File: src/rtl/apb_event_pkg.sv
// Shared address map and decode types for the event sink and its upstream
// write master.
package apb_event_pkg;

    localparam logic [31:0] ADDR_EVT_A = 32'hABBA0000;
    localparam logic [31:0] ADDR_EVT_B = 32'hBAFF0000;
    localparam logic [31:0] ADDR_EVT_C = 32'hCAFE0000;
    localparam logic [31:0] ADDR_CTRL  = 32'hC1EA0000;

    typedef enum logic {IDLE, ACCESS} sink_state_t;

    typedef enum logic [2:0] {SEL_A, SEL_B, SEL_C, SEL_CTRL, SEL_NONE} sink_sel_t;

    // Exact 32-bit match against the register map.
    function automatic sink_sel_t decode_addr(input logic [31:0] addr);
        case (addr)
            ADDR_EVT_A: return SEL_A;
            ADDR_EVT_B: return SEL_B;
            ADDR_EVT_C: return SEL_C;
            ADDR_CTRL:  return SEL_CTRL;
            default:    return SEL_NONE;
        endcase
    endfunction

endpackage

File: src/rtl/event_sink_acc.sv
// One saturating event accumulator with its sticky threshold flag.
module event_sink_acc #(
    parameter int          ACC_W     = 32,
    parameter logic [31:0] THRESHOLD = 32'd100
) (
    input  logic             clk,
    input  logic             reset_n,
    input  logic             add_en,
    input  logic [ACC_W-1:0] add_val,
    input  logic             clr,
    output logic [ACC_W-1:0] acc,
    output logic             flag
);

    // Sum pinned at all-ones on carry-out so the count never wraps.
    function automatic logic [ACC_W-1:0] sat_add(input logic [ACC_W-1:0] a,
                                                 input logic [ACC_W-1:0] b);
        logic [ACC_W:0] s;
        s = {1'b0, a} + {1'b0, b};
        return s[ACC_W] ? {ACC_W{1'b1}} : s[ACC_W-1:0];
    endfunction

    // Compare in 32 bits so any ACC_W works against the 32-bit threshold.
    function automatic logic at_threshold(input logic [ACC_W-1:0] v);
        logic [31:0] e;
        e = '0;
        e[ACC_W-1:0] = v;
        return e >= THRESHOLD;
    endfunction

    logic [ACC_W-1:0] sum;

    // Candidate post-add value for this cycle.
    always_comb sum = sat_add(acc, add_val);

    // Accumulate or clear; flag latches once the new value reaches threshold.
    always_ff @(posedge clk or negedge reset_n) begin
        if (!reset_n) begin
            acc  <= '0;
            flag <= 1'b0;
        end else if (clr) begin
            acc  <= '0;
            flag <= 1'b0;
        end else if (add_en) begin
            acc <= sum;
            if (at_threshold(sum)) flag <= 1'b1;
        end
    end

endmodule

File: src/rtl/apb_event_sink.sv
// APB completer accumulating per-event counts with readback, wait states
// and a sticky threshold interrupt per channel.
// Optional: define APB_EVENT_SINK_SLVERR_EN to report decode errors on pslverr.
module apb_event_sink
    import apb_event_pkg::*;
#(
    parameter int          WAIT_CYCLES = 1,
    parameter int          ACC_W       = 32,
    parameter logic [31:0] THRESHOLD   = 32'd100
) (
    input  logic        clk,
    input  logic        reset_n,
    input  logic        apb_psel_i,
    input  logic        apb_penable_i,
    input  logic [31:0] apb_paddr_i,
    input  logic        apb_pwrite_i,
    input  logic [31:0] apb_pwdata_i,
    output logic        apb_pready_o,
    output logic [31:0] apb_prdata_o,
    output logic        apb_pslverr_o,
    output logic        irq_o
);

    localparam int WCW = (WAIT_CYCLES < 1) ? 1 : $clog2(WAIT_CYCLES + 1);

    sink_state_t      state, state_nxt;
    logic [WCW-1:0]   wait_cnt, wait_nxt;
    logic             latch_en;
    logic [31:0]      lat_addr;
    logic             lat_write;
    logic [31:0]      lat_wdata;
    sink_sel_t        sel;
    logic             wr_commit;
    logic [2:0]       add_en;
    logic [2:0]       clr;
    logic [ACC_W-1:0] acc [3];
    logic [2:0]       flags;
    logic [31:0]      rd_val;

    // Control state: FSM state and remaining wait states.
    always_ff @(posedge clk or negedge reset_n) begin
        if (!reset_n) begin
            state    <= IDLE;
            wait_cnt <= '0;
        end else begin
            state    <= state_nxt;
            wait_cnt <= wait_nxt;
        end
    end

    // Next-state logic; pready is asserted only in ACCESS once waits expire.
    always_comb begin
        state_nxt    = state;
        wait_nxt     = wait_cnt;
        latch_en     = 1'b0;
        apb_pready_o = 1'b0;
        case (state)
            IDLE: begin
                if (apb_psel_i && !apb_penable_i) begin
                    latch_en  = 1'b1;
                    wait_nxt  = WCW'(WAIT_CYCLES);
                    state_nxt = ACCESS;
                end
            end
            ACCESS: begin
                if (!apb_psel_i) begin
                    // Master abandoned the transfer: drop it silently.
                    state_nxt = IDLE;
                end else if (apb_penable_i) begin
                    if (wait_cnt == '0) begin
                        apb_pready_o = 1'b1;
                        state_nxt    = IDLE;
                    end else begin
                        wait_nxt = wait_cnt - WCW'(1);
                    end
                end
            end
            default: state_nxt = IDLE;
        endcase
    end

    // Capture the setup-phase request; held for the whole access phase.
    always_ff @(posedge clk) begin
        if (latch_en) begin
            lat_addr  <= apb_paddr_i;
            lat_write <= apb_pwrite_i;
            lat_wdata <= apb_pwdata_i;
        end
    end

    // Decode and commit strobes, valid only in the pready cycle.
    always_comb begin
        sel       = decode_addr(lat_addr);
        wr_commit = apb_pready_o && lat_write;
        add_en    = '0;
        clr       = '0;
        if (wr_commit) begin
            case (sel)
                SEL_A:    add_en = 3'b001;
                SEL_B:    add_en = 3'b010;
                SEL_C:    add_en = 3'b100;
                SEL_CTRL: clr    = lat_wdata[2:0];
                default:  ;
            endcase
        end
    end

    for (genvar i = 0; i < 3; i++) begin : g_chan
        event_sink_acc #(
            .ACC_W     (ACC_W),
            .THRESHOLD (THRESHOLD)
        ) u_acc (
            .clk     (clk),
            .reset_n (reset_n),
            .add_en  (add_en[i]),
            .add_val (lat_wdata[ACC_W-1:0]),
            .clr     (clr[i]),
            .acc     (acc[i]),
            .flag    (flags[i])
        );
    end

    // Read mux; zero outside the pready cycle and for writes.
    always_comb begin
        rd_val = '0;
        case (sel)
            SEL_A:    rd_val[ACC_W-1:0] = acc[0];
            SEL_B:    rd_val[ACC_W-1:0] = acc[1];
            SEL_C:    rd_val[ACC_W-1:0] = acc[2];
            SEL_CTRL: rd_val[2:0]       = flags;
            default:  ;
        endcase
        apb_prdata_o = (apb_pready_o && !lat_write) ? rd_val : 32'd0;
    end

`ifdef APB_EVENT_SINK_SLVERR_EN
    // Decode error on unmapped addresses, plus misaligned control reads.
    always_comb apb_pslverr_o = apb_pready_o &&
                                ((sel == SEL_NONE) ||
                                 (!lat_write && sel == SEL_CTRL && lat_addr[1:0] != 2'b00));
`else
    // Decode errors are not reported in this build.
    always_comb apb_pslverr_o = 1'b0;
`endif

    // Flags are flops, so the OR follows a commit by exactly one cycle.
    always_comb irq_o = |flags;

endmodule

File: config.mk
export PLATFORM = sky130hd
export DESIGN_NAME = apb_event_sink
export DESIGN_NICKNAME = d
export VERILOG_FILES = /design/src/rtl/apb_event_pkg.sv /design/src/rtl/event_sink_acc.sv /design/src/rtl/apb_event_sink.sv
export SDC_FILE = /design/constraint.sdc
export NUM_CORES = 1
export LEC_CHECK = 0
export BUFFER_PORTS_ARGS = -buffer_cell sky130_fd_sc_hd__buf_4
export CAP_MARGIN = 30
export CORE_MARGIN = 1.5
export CORE_UTILIZATION = 50
export DETAILED_ROUTE_END_ITERATION = 6
export GPL_TIMING_DRIVEN = 0
export PLACE_DENSITY = 0.69
export REMOVE_ABC_BUFFERS = 1
export SETUP_SLACK_MARGIN = 0.15
export SLEW_MARGIN = 0
export SYNTH_ARGS = -nofsm -noshare
export SYNTH_HDL_FRONTEND = slang
export SYNTH_SLANG_ARGS = --single-unit
File: constraint.sdc
create_clock -name clk -period 12.1 [get_ports clk]
set_input_delay 2.42 -clock clk [delete_from_list [all_inputs] [get_ports clk]]
set_output_delay 2.42 -clock clk [all_outputs]
set_load 0.01 [all_outputs]
# After elaboration in Yosys (flattened, before gate mapping)
# Index checks and enable logic that the tools add are counted.
# word_totals
reg_bits	166
output_inout_bits	35
# classes
addsub	4
order_cmp	3
n_eq_ne	10
muxes	41
bitwise_logic	1
reduce_logical	17
# op_table
operator	count
$mux W32	10
$eq A32 B32 Y1 const B	4
$add A32 B32 Y33	3
$ge A32 B7 Y1 const B	3
$pmux W29 S3	1
$pmux W3 S4	2
$mux W1	22
$reduce_bool A2 Y1	6
$mux W3	3
$pmux W3 S3	1
$eq A3 B2 Y1 const B	2
$ne A2 B2 Y1 const B	3
$reduce_and A2 Y1	3
$pmux W1 S2	2
$eq A3 B1 Y1 const B	1
$logic_and A1 B1 Y1	3
$logic_not A3 Y1	1
$reduce_and A3 Y1	1
$reduce_or A3 Y1	1
$logic_not A1 Y1	2
$not A1 Y1	1
$sub A1 B1 Y1 const B	1

# Logic depth before layout (Yosys ltp)
# Gate-level depths: netlist (run 1).
# depth
depth_word	8
depth_mapped	12
mapped_depth_nobuf	12

# By module
# Synthesis (run 1) repeated with hierarchy kept, for this count alone.
# unflattened
cells_unflattened	1468
area_unflattened_um2	13330.3
# by_module_without_submodules
mod	n_inst	cells_each	area_each_um2
event_sink_acc (g_chan[0].u_acc ...)	2	418	3474.6
event_sink_acc (g_chan[2].u_acc)	1	428	3393.3
apb_event_sink	1	204	2987.9

# Worst setup path after synthesis (run 1)
# Ideal clock, no wire load.
# synth_path
path_type	input-to-reg
from	in apb_penable_i
to	reg lat_addr[0], enable pin
setup_ps	583
t_arrival_ps	7194
t_required_ps	11517
path_slack_ps	4323
cell_stages	1
cell_sequence	nor3b_1
# synth_via
elab_chain_cells	4
# synth_rtl
element	line	text
from (decl)	apb_event_sink.sv:14	input logic apb_penable_i,
$logic_not A1 Y1	apb_event_sink.sv:59	if (apb_psel_i && !apb_penable_i) begin
$logic_and A1 B1 Y1	apb_event_sink.sv:59	
$mux W1	apb_event_sink.sv:59	
$mux W1	apb_event_sink.sv:57	case (state)
to (signal assigned)	apb_event_sink.sv:85	lat_addr <= apb_paddr_i;
to (decl)	apb_event_sink.sv:29	logic [31:0] lat_addr;
# Every way passes these cells.
# A chain may end at the register's enable or synchronous reset.

# Final worst setup path (run 1)
# layout_path
from	in apb_psel_i
to	out apb_prdata_o[17]
# layout_via
elab_chain_cells	4
# layout_rtl
element	line	text
from (decl)	apb_event_sink.sv:13	input logic apb_psel_i,
$mux W1	apb_event_sink.sv:66	if (!apb_psel_i) begin
$mux W1	apb_event_sink.sv:57	
$logic_and A1 B1 Y1	apb_event_sink.sv:133	apb_prdata_o = (apb_pready_o && !lat_write) ? rd_val : 32'd0;
$mux W32	apb_event_sink.sv:133	
to (decl)	apb_event_sink.sv:19	output logic [31:0] apb_prdata_o,
# Every way passes these cells.

==> impl_metrics.ini, run 1 <==
[timing]
finalMaxSlewViolations = 0
fin_crit_sh_pct = 55.22
worst_slew_pin_slew_ns = 0.9921
setup_violations = 0
rsz0062_at_grt = no
fin_crit_ns = 6.682
setup_tns_ns = 0
max_freq_mhz = 149.7
clock_skew_ns = 0.01362
max-slew-margin-rel_pct = 33.61
hold_violations = 0

[clock_network]
cts_resized = 0
post_cts_buffers = 0
cts_hold_buf = 0
htreeDepth = 4
clock_latency_ns = 0.44
cts_tree = done
clkSlewWorstSetupHoldPaths_ns = 0.07
cts.sinks = 166
cts_made_buffers = 17
clock_path_buffers = 2
root_buffer = clkbuf_16

[flow_run]
cap_violations = 0

[cells_and_area]
multiInputGateArea_um2 = 7620
filler_cell_count = 2161
layout.cells.non_filler = 1836
nets = 1667
final_cell_mix = nor2_1 (184), nand2_1 (175), o21ai_0 (132)
drive_gt1_share_pct = 12.43
antenna_cells = 0
seq_area_um2 = 4479
final_common_cell = nor2_1
area_growth_pct = 14.52

[detailed_routing]
drtIter0Drc = 1313
wl_um = 37810
final_antenna_net_count = 0
avgViaCountPerCell = 6.337
vias = 11635
firstDrtPassIters = 6
drc = 0
wl_per_cell_um = 20.60

[logic_synthesis]
synth_edf_count = 65
ys_ff_latch = 166
async_flop_share_pct = 60.84
avgSynthCellArea_um2 = 8.648
netlist_area_um2 = 12400
syn-instance-count = 1434
yosysSeqAreaShare_pct = 36.12
synthDistinctLibCells = 91
synth_flop_cell = dfrtp_1
yosysWarningCount = 0

[global_route]
grtUsageTotal_pct = 29.48
grt_first_pass_wirelength_um = 59350
grt-ovfl-total = 0
grt_max_degree = 52
antenna_found_initial = 0
grt_pass1_vias = 11033

[min_path]
min_path_type = register to register
min_from = g_chan[1].u_acc.acc[27]$_DFFE_PN0P_

[floorplan]
core_um2 = 24320
initial_utilization_pct = 50.99
die_h_um = 160.5
dieArea_um2 = 25760
row_count = 57
fp.dieW_um = 160.5
ios = 104

[pwr]
p_leak_nw = 6.122
vdd_drop_max_mv = 0.1036
p_per_area_nw_per_um2 = 90.26

[worst_setup_path]
r2r_start = lat_wdata[0]$_DFFE_PP_
worstSetupStartpointType = input pin
critPathMaxStageDelay_ns = 0.31
crit_start = apb_psel_i
crit_chain = buf_4 > nand2_1 > nor3b_1 > nor2b_1 > nor2b_1 > nand2_1 > buf_16 > nor2_1 > buf_4
crit_type = input pin to output pin
critical-path-slowest-cell = nor3b_1
cp.arrival_ns = 4.26
path_max_fanout = 21
cp-end-kind = output pin
reg2reg_slack_ns = 7.82
cp.required_ns = 9.68

[placement]
dpl.cell_count = 1804
gp_congestion = 0.9548
dp_hpwl_um = 29580
io_buffers = 102

[status]
status = finished, final reports clean
[power by group]
part,total [mW],internal (mW),leakage [nW],switching (mW)
clock network,0.577,0.323,0.302,0.254
logic,0.0966,0.0403,3.82,0.0563
registers,0.608,0.597,2.00,0.0115
total,1.28,0.960,6.12,0.322
[stage by stage]
stage / power, mW / utilization [%] / hold WS (ns) / worst slack [ns] / cell area, um2
floorplan: 0.6681 / - / 0.4663 / 4.323 / 12110
global placement: 0.7113 / 54.62 / 0.4965 / 2.610 / 13280
detailed placement: 0.7142 / 55.88 / 0.5060 / 5.457 / 13590
CTS: 1.284 / 58.39 / 0.5238 / 5.436 / 14200
global route: 1.317 / 58.39 / 0.5498 / 5.236 / 14200
finish: 1.282 / 58.39 / 0.5237 / 5.418 / 14200
[area by class of cell]
type | instances | share of cell area, %
Timing Repair Buffer | 117 | 7.145
Tap cell | 324 | 2.855
Clock buffer | 19 | 3.189
Clock inverter | 13 | 1.110
Sequential cell | 166 | 31.54
Multi-Input combinational cell | 1178 | 53.66
Inverter | 19 | 0.5022
[path summary, 6_finish.rpt]
| path | cells after the start | endpoint |
|---|---|---|
| max in group asynchronous | 2 | g_chan[1].u_acc.acc[24]$_DFFE_PN0P_ |
| min in group asynchronous | 1 | g_chan[1].u_acc.acc[1]$_DFFE_PN0P_ |
| min | 2 | g_chan[1].u_acc.acc[27]$_DFFE_PN0P_ |
| min reg2reg | 2 | g_chan[1].u_acc.acc[27]$_DFFE_PN0P_ |
| max | 9 | apb_prdata_o[17] |
| max reg2reg | 13 | g_chan[2].u_acc.flag$_DFFE_PN0P_ |
[Yosys cell counts (7+ instances only)]
cell type  number  area share, %
dfrtp_1       101             20
a222oi_1       32            2.6
a31oi_1        14           0.71
xor2_1         41            2.9
nor3_1         19           0.77
o21a_1         12           0.73
o211ai_1       13           0.79
o21ai_0       133            5.4
nor4_1          8           0.40
and3_1         10           0.50
inv_1          19           0.58
nand3_1        26            1.0
nor2_1        184            5.6
a21o_1         27            1.6
o21ai_1        28            1.1
nand2b_1        9           0.45
a211oi_1       13           0.79
and2_1         13           0.66
xnor2_1        35            2.5
o21bai_1       14           0.85
edfxtp_1       65             16
a21oi_1        97            3.9
nor2b_1        15           0.76
buf_2           9           0.36
nand4_1        32            1.6
nand2_1       175            5.3
clkbuf_1       59            1.8
ha_1           96            9.7
a211oi_2        7           0.71
[routing by layer]
metal | part of all wire, % | track usage (%) | vias to the layer above
met3 | 7.8 | 6.147 | 68
met1 | 44 | 39.84 | 5613
li1 | - | - | 5507
met2 | 46 | 47.30 | 447
met5 | 0 | 0 | -
met4 | 2.5 | 9.516 | 0
[flip-flops by register name (all words and copies together) (netlist names)]
| signal | count |
|---|---|
| wait_cnt | 1 |
| lat_addr | 32 |
| state | 1 |
| lat_wdata | 32 |
| g_chan.u_acc.flag | 3 |
| lat_write | 1 |
| g_chan.u_acc.acc | 96 |
[logic make-up (layout without fill, tap and decap cells)]
kind of cell / Yosys count / in the layout / synth area share (%)
compound gates: 459 / 459 / 24.47
xor+xnor: 76 / 76 / 5.368
fa+ha+maj: 99 / 99 / 10.17
buf+inv: 90 / 168 / 2.906
flops: 166 / 166 / 36.12
mux: 7 / 7 / 0.5852
other cells: 1 / 1 / 0.03024
simple gates: 536 / 536 / 20.35
[critical path, delay by kind of cell]
family | cells | cell delay [ns]
AND/OR/NAND/NOR | 6 | 1.28
buffers and inverters | 3 | 0.55
(Power assumes the default switching activity.)
==> run 2, diff against run 1 <==
--- a/config.mk
+++ b/config.mk
@@ -5,13 +5,14 @@
 export SDC_FILE = /design/constraint.sdc
 export NUM_CORES = 1
 export LEC_CHECK = 0
+export ABC_AREA = 1
 export BUFFER_PORTS_ARGS = -buffer_cell sky130_fd_sc_hd__buf_4
 export CAP_MARGIN = 30
 export CORE_MARGIN = 1.5
 export CORE_UTILIZATION = 50
 export DETAILED_ROUTE_END_ITERATION = 6
 export GPL_TIMING_DRIVEN = 0
-export PLACE_DENSITY = 0.69
+export PLACE_DENSITY = 0.71
 export REMOVE_ABC_BUFFERS = 1
 export SETUP_SLACK_MARGIN = 0.15
 export SLEW_MARGIN = 0
==> constraint.sdc (replaced) <==
create_clock -name clk -period 5.6 [get_ports clk]
set_input_delay 1.12 -clock clk [delete_from_list [all_inputs] [get_ports clk]]
set_output_delay 1.12 -clock clk [all_outputs]
set_load 0.01 [all_outputs]
==> run 2 against run 1 <==
Effect of this change:
- clock skew up 0.0056 ns
- register-to-register slack worse by 6.3 ns
- largest power group unchanged
- via count up 33%
- sequential cell count unchanged
- wire length up 36%
- hold slack better by 0.018 ns
- non-clock buffer count up 1
- total power up 130%
- final area up 19%
- combinational power rose to 4.2 times the previous value
- critical path type is now register to output pin
- worst setup slack worse by 4.7 ns
==> impl_metrics.ini, run 2 <==
[pwr]
fin_total_pwr_mw = 2.907
p_leak_nw = 9.107
p_per_area_nw_per_um2 = 172.6
vdd_drop_max_mv = 0.2409

[worst_setup_path]
worstSetupStartpointType = register
cp.required_ns = 4.48
reg2reg_depth = 16
cp-end-kind = output pin
crit_type = register to output pin
cp.arrival_ns = 3.80
path_max_fanout = 18

[detailed_routing]
avgViaCountPerCell = 5.387
wl_per_cell_um = 17.81
vias = 15504
firstDrtPassIters = 5
wl_um = 51260
drtIter0Drc = 1179
drc = 0
final_antenna_net_count = 0

[placement]
gp_congestion = 1.015
io_buffers = 102
dpl.cell_count = 2846
dp_hpwl_um = 42510

[cells_and_area]
antenna_cells = 0
area_growth_pct = 12.52
fin_util_pct = 56.97
filler_cell_count = 3016
top_regs = g_chan.u_acc.acc (96), lat_addr (32), lat_wdata (32)
largest_register = g_chan.u_acc.acc
drive_gt1_share_pct = 7.395
nets = 2643
final_common_cell = nand2_1
layout.cells.non_filler = 2878
largest_reg_flops = 96
final_cell_mix = nand2_1 (790), inv_1 (440), nor2_1 (229)

[clock_network]
clock_path_buffers = 2
clock_latency_ns = 0.45
clkSlewWorstSetupHoldPaths_ns = 0.07
root_buffer = clkbuf_16
post_cts_buffers = 0
cts_tree = done
cts_resized = 0
htreeDepth = 4
cts.sinks = 166
cts_made_buffers = 17
cts_hold_buf = 0

[floorplan]
initial_utilization_pct = 50.62
ios = 104
core_um2 = 29560
row_count = 63
die_h_um = 176
dieArea_um2 = 30980
fp.dieW_um = 176

[logic_synthesis]
synth_common_cells = nand2_1 (790), inv_1 (440), nor2_1 (229), nand3_1 (179), a21oi_1 (116)
avgSynthCellArea_um2 = 6.282
yosysMostFrequentCell = nand2_1
yosysWarningCount = 0
synth_edf_count = 65
yosysSeqAreaShare_pct = 29.93
synthDistinctLibCells = 48
synth_top_area_share_pct = 19.82
async_flop_share_pct = 60.84
netlist_area_um2 = 14960
synth_flop_cell = dfrtp_1
yosysTopAreaCell = nand2_1
syn-instance-count = 2382
ys_ff_latch = 166
synth_area_leaders = nand2_1 (20%), dfrtp_1 (17%), edfxtp_1 (13%)

[timing]
fin_crit_ns = 4.918
setup_violations = 0
clock_skew_ns = 0.01918
finalMaxSlewViolations = 0
hold_violations = 0
worst_slew_pin_slew_ns = 0.9905
max_freq_mhz = 203.3
max-slew-margin-rel_pct = 33.47
setup_tns_ns = 0
rsz0062_at_grt = no
fin_crit_sh_pct = 87.83

[global_route]
grt_first_pass_wirelength_um = 79270
grtUsageMet3_pct = 6.202
top_usage_layer = met2
grt-ovfl-total = 0
grt_pass1_vias = 15112
antenna_found_initial = 0
grt_max_degree = 54
grtUsageMet2_pct = 57.20
grtUsageTotal_pct = 33.64
use_met1_pct = 41.67

[min_path]
min_path_type = register to register
hold_path_depth = 2

[status]
status = finished, final reports clean

[flow_run]
cap_violations = 0
-- run 2: cell count changes after synthesis, moves of 24 or more --
cell | before | now
nand2_1 | 175 | 790
inv_1 | 19 | 440
nand3_1 | 26 | 179
o21ai_0 | 133 | 81
nor2_1 | 184 | 229
o22ai_1 | 1 | 46
clkbuf_1 | 59 | 22
a222oi_1 | 32 | 0
a21o_1 | 27 | 2
xnor2_1 | 35 | 11
-- run 2: cells by family after synthesis --
| group | after synthesis | synth area share, % |
|---|---|---|
| AOI/OAI and AO/OA | 285 | 10.55 |
| and+or+nand+nor | 1309 | 36.43 |
| adders and majority gates | 99 | 8.428 |
| other | 1 | 0.02506 |
| DFF | 166 | 29.93 |
| buffers and inverters | 491 | 12.82 |
| xor gates and xnor gates | 31 | 1.814 |
-- run 2: stage by stage --
step	hold slack, ns	setup WS [ns]	instance area (um2)
4_1_cts	0.5381	0.6770	16840
6_report	0.5419	0.6817	16840
5_1_grt	0.5615	0.3844	16840
3_5_place_dp	0.5224	1.133	16250
2_1_floorplan	0.4714	-0.6753	14720
3_3_place_gp	0.4984	-2.688	15980
-- run 2: layout make-up --
class | count | area, um2 | area share, %
Clock inverter | 14 | 161.4 | 0.9585
Sequential cell | 166 | 4479 | 26.60
Clock buffer | 18 | 429.2 | 2.549
Tap cell | 390 | 488.0 | 2.898
Timing Repair Buffer | 118 | 1011 | 6.004
Inverter | 447 | 1678 | 9.964
Multi-Input combinational cell | 1725 | 8592 | 51.03
-- run 2: power by group --
part	internal (mW)	switching (mW)	leakage, nW
clock network	0.598	0.579	0.281
registers	1.29	0.0307	1.66
logic	0.145	0.263	7.16
total	2.03	0.872	9.11
-- run 2: critical path, stage by stage (launching register included) --
cell,delay [ns]
edfxtp_1,0.37
nor2_1,0.11
nand2_1,0.06
nor2_1,0.10
nand2_1,0.20
nor4_4,0.91
inv_2,0.12
nand4_1,0.14
nand4_1,0.60
buf_8,0.40
nor2_1,0.18
buf_4,0.15
-- run 2: final timing paths --
check / start / end / slack [ns]
setup / recovery: lat_addr[15]$_DFFE_PP_ / apb_prdata_o[21] / 0.68
hold / removal: g_chan[0].u_acc.flag$_DFFE_PN0P_ / g_chan[0].u_acc.flag$_DFFE_PN0P_ / 0.54
setup reg to reg: lat_wdata[0]$_DFFE_PP_ / g_chan[0].u_acc.flag$_DFFE_PN0P_ / 1.56
hold reg to reg: g_chan[0].u_acc.flag$_DFFE_PN0P_ / g_chan[0].u_acc.flag$_DFFE_PN0P_ / 0.54
max in group asynchronous: reset_n / g_chan[1].u_acc.acc[31]$_DFFE_PN0P_ / 4.15
min in group asynchronous: reset_n / wait_cnt$_DFFE_PN0P_ / 0.71
-- run 2: layer usage --
metal  vias up  routed length, um
li1       7751                  -
met5         -                  0
met2       450              23860
met4         0               2220
met1      7187              22010
met3       116               3171
==> run 3, diff against run 2 <==
--- a/config.mk
+++ b/config.mk
@@ -12,10 +12,11 @@
 export CORE_UTILIZATION = 50
 export DETAILED_ROUTE_END_ITERATION = 6
 export GPL_TIMING_DRIVEN = 0
-export PLACE_DENSITY = 0.71
+export PLACE_DENSITY = 0.7
 export REMOVE_ABC_BUFFERS = 1
 export SETUP_SLACK_MARGIN = 0.15
 export SLEW_MARGIN = 0
 export SYNTH_ARGS = -nofsm -noshare
 export SYNTH_HDL_FRONTEND = slang
+export SYNTH_HIERARCHICAL = 1
 export SYNTH_SLANG_ARGS = --single-unit
==> run 3 against run 2 <==
Effect of this change:
- cell count increased by 12%
- utilization decreased by 0.20 points
- clock skew decreased by 0.0035 ns
- largest cell class unchanged
- wire length increased by 3.2%
- critical path depth is 2 higher
- total power is 1.3% higher
- via count rose by 7.1%
- global-route usage decreased by 1.3 points
- final area rose by 7.2%
==> impl_metrics.ini, run 3 <==
[clock_network]
cts_hold_buf = 0
post_cts_buffers = 0
root_buffer = clkbuf_16
clock_latency_ns = 0.45
clock_path_buffers = 2
cts_resized = 0
cts.sinks = 166
cts_tree = done
clkSlewWorstSetupHoldPaths_ns = 0.08
cts_made_buffers = 17
htreeDepth = 4

[flow_run]
cap_violations = 0

[pwr]
p_sw_mw = 0.8661
vdd_drop_max_mv = 0.1735
p_clk_share_pct = 40.5
p_per_area_nw_per_um2 = 163.1
pwr-share-comb_pct = 14.6
p_int_mw = 2.079
p_leak_nw = 10.35
pwr-share-seq_pct = 44.9
p_sw_share_pct = 29.41
fin_total_pwr_mw = 2.945

[logic_synthesis]
yosysSeqAreaShare_pct = 27.53
synth_compound_area_share_pct = 5.368
synth_flop_cell = dfrtp_1
synthAdderAreaFrac_pct = 7.751
synthMuxAreaShare_pct = 0
yosysWarningCount = 6
synth_common_cells = nand2_1 (958), inv_1 (555), nand3_1 (261), nor2_1 (236), dfrtp_1 (101)
synthDistinctLibCells = 44
async_flop_share_pct = 60.84
avgSynthCellArea_um2 = 6.040
post_synth_and_or_nand_nor_area_fraction_pct = 42.43
yosysMostFrequentCell = nand2_1
syn-instance-count = 2694
synth_top_area_share_pct = 22.10
synthXorXnorAreaFrac_pct = 1.615
synth_area_leaders = nand2_1 (22%), dfrtp_1 (16%), inv_1 (13%)
synth_edf_count = 65
netlist_area_um2 = 16270
synth_top_family_by_area = simple AND/OR/NAND/NOR gates
yosysTopAreaCell = nand2_1
ys_ff_latch = 166

[cells_and_area]
final_common_cell = nand2_1
filler_cell_count = 3298
fin_util_pct = 56.77
drive_gt1_share_pct = 8.579
area_growth_pct = 10.95
largest_register = g_chan.u_acc/acc
final_cell_mix = nand2_1 (958), inv_1 (555), nand3_1 (261)
nets = 2941
largest_reg_flops = 96
final_area_um2 = 18050
top_regs = g_chan.u_acc/acc (96), lat_addr (32), lat_wdata (32)
antenna_cells = 0

[worst_setup_path]
cp.required_ns = 4.48
worstSetupStartpointType = register
r2r_start = lat_addr[26]$_DFFE_PP_
cp-end-kind = output pin
path_max_fanout = 34
cp.arrival_ns = 3.25
r2r_end = g_chan[1].u_acc/acc[1]$_DFFE_PN0P_
reg2reg_slack_ns = 1.48
crit_type = register to output pin
reg2reg_depth = 12

[detailed_routing]
drc = 0
avgViaCountPerCell = 5.157
firstDrtPassIters = 7
wl_um = 52890
wl_per_cell_um = 16.42
vias = 16610
final_antenna_net_count = 0
drtIter0Drc = 1452

[min_path]
min_path_type = register to register
min_from = g_chan[2].u_acc/acc[17]$_DFFE_PN0P_
hold_path_depth = 2
min_to = g_chan[2].u_acc/acc[17]$_DFFE_PN0P_

[timing]
finalMaxSlewViolations = 0
clock_skew_ns = 0.01570
fin_crit_ns = 4.365
worst_slew_pin_slew_ns = 1.044
max_freq_mhz = 229.1
setup_tns_ns = 0
rsz0062_at_grt = no
max-slew-margin-rel_pct = 30.34
setup_violations = 0
hold_violations = 0
fin_crit_sh_pct = 77.95

[global_route]
grt_pass1_vias = 15625
use_met1_pct = 42.99
grt_first_pass_wirelength_um = 83010
top_usage_layer = met2
grt-ovfl-total = 0
grtUsageMet2_pct = 54.83
grtUsageMet3_pct = 3.574
antenna_found_initial = 0
grtUsageTotal_pct = 32.33
grt_max_degree = 58

[floorplan]
die_h_um = 183.4
core_um2 = 31800
row_count = 65
dieArea_um2 = 33630
ios = 104
initial_utilization_pct = 51.17
fp.dieW_um = 183.4

[status]
status = finished, final reports clean

[placement]
dpl_cell_area_um2 = 17460
dp_hpwl_um = 44290
io_buffers = 102
gp_congestion = 0.9631
## run 3: changes by cell type in the layout (fill, tap and decap cells not counted), sizes merged, moves of 18 or more
| cell | previous run | this run |
|---|---|---|
| o21ai | 100 | 50 |
| nand2 | 796 | 978 |
| inv | 452 | 585 |
| o22ai | 46 | 28 |
| nand3 | 183 | 286 |
| a21oi | 122 | 63 |
## run 3: power groups by stage
stage                     clock network (mW)  logic [mW]  registers [mW]
final                                   1.19       0.431            1.32
after global routing                    1.25       0.486            1.32
after CTS                               1.21       0.427            1.32
after detailed placement                   0       0.424            1.35
after global placement                     0       0.411            1.35
after floorplan                            0       0.281            1.33
## run 3: layout make-up
type                    instances  area, um2  area share [%]
clock buffers                  18      429.2           2.377
clock inverters                14      163.9          0.9080
well taps                     435      544.3           3.015
repair buffers                112      925.9           5.129
flip-flops and latches        166       4479           24.81
multi-input cells            1892       9318           51.61
inverters                     584       2192           12.14
## run 3: metrics by stage
stage | hold slack, ns | cells | setup WS, ns
final | 0.5426 | 3221 | 1.235
after global routing | 0.5804 | 3221 | 0.9311
after CTS | 0.5412 | 3221 | 1.242
after detailed placement | 0.5249 | 3189 | 1.541
after global placement | 0.5160 | 3179 | -2.621
after floorplan | 0.4914 | 2642 | -0.6737
## run 3: per-layer routing
metal | vias up | wire (um)
met1 | 7589 | 23380
met3 | 78 | 3299
met2 | 501 | 24640
met4 | 0 | 1561
li1 | 8442 | -
met5 | - | 0
## run 3: how the worst max path moves through the flow
stage	start	slack (ns)	end	cells after the start
floorplan	apb_penable_i	-0.67	lat_addr[0]$_DFFE_PP_	1
global placement	apb_penable_i	-2.62	lat_wdata[23]$_DFFE_PP_	2
detailed placement	lat_addr[26]$_DFFE_PP_	1.54	g_chan[1].u_acc/acc[4]$_DFFE_PN0P_	12
CTS	lat_addr[26]$_DFFE_PP_	1.24	apb_prdata_o[18]	13
global route	lat_addr[26]$_DFFE_PP_	0.93	apb_prdata_o[13]	13
finish	lat_addr[26]$_DFFE_PP_	1.23	apb_prdata_o[16]	13
## run 3: kinds of logic after synthesis
kind of cell | after synthesis
simple gates | 1611
buf+inv | 636
flops | 166
compound gates | 151
fa+ha+maj | 99
xor+xnor | 30
other cells | 1
## run 3: critical path, cell delays in order (launching register included)
cell and delay [ns]:
edfxtp_1 0.42, inv_1 0.09, nand2_1 0.05, nor2_1 0.14, nand2_1 0.11, nor2_4 0.66
o21ai_1 0.19, nand2_2 0.10, nand3_2 0.10, nor2_2 0.37, buf_8 0.24, nand2_1 0.14
inv_1 0.08, buf_4 0.11
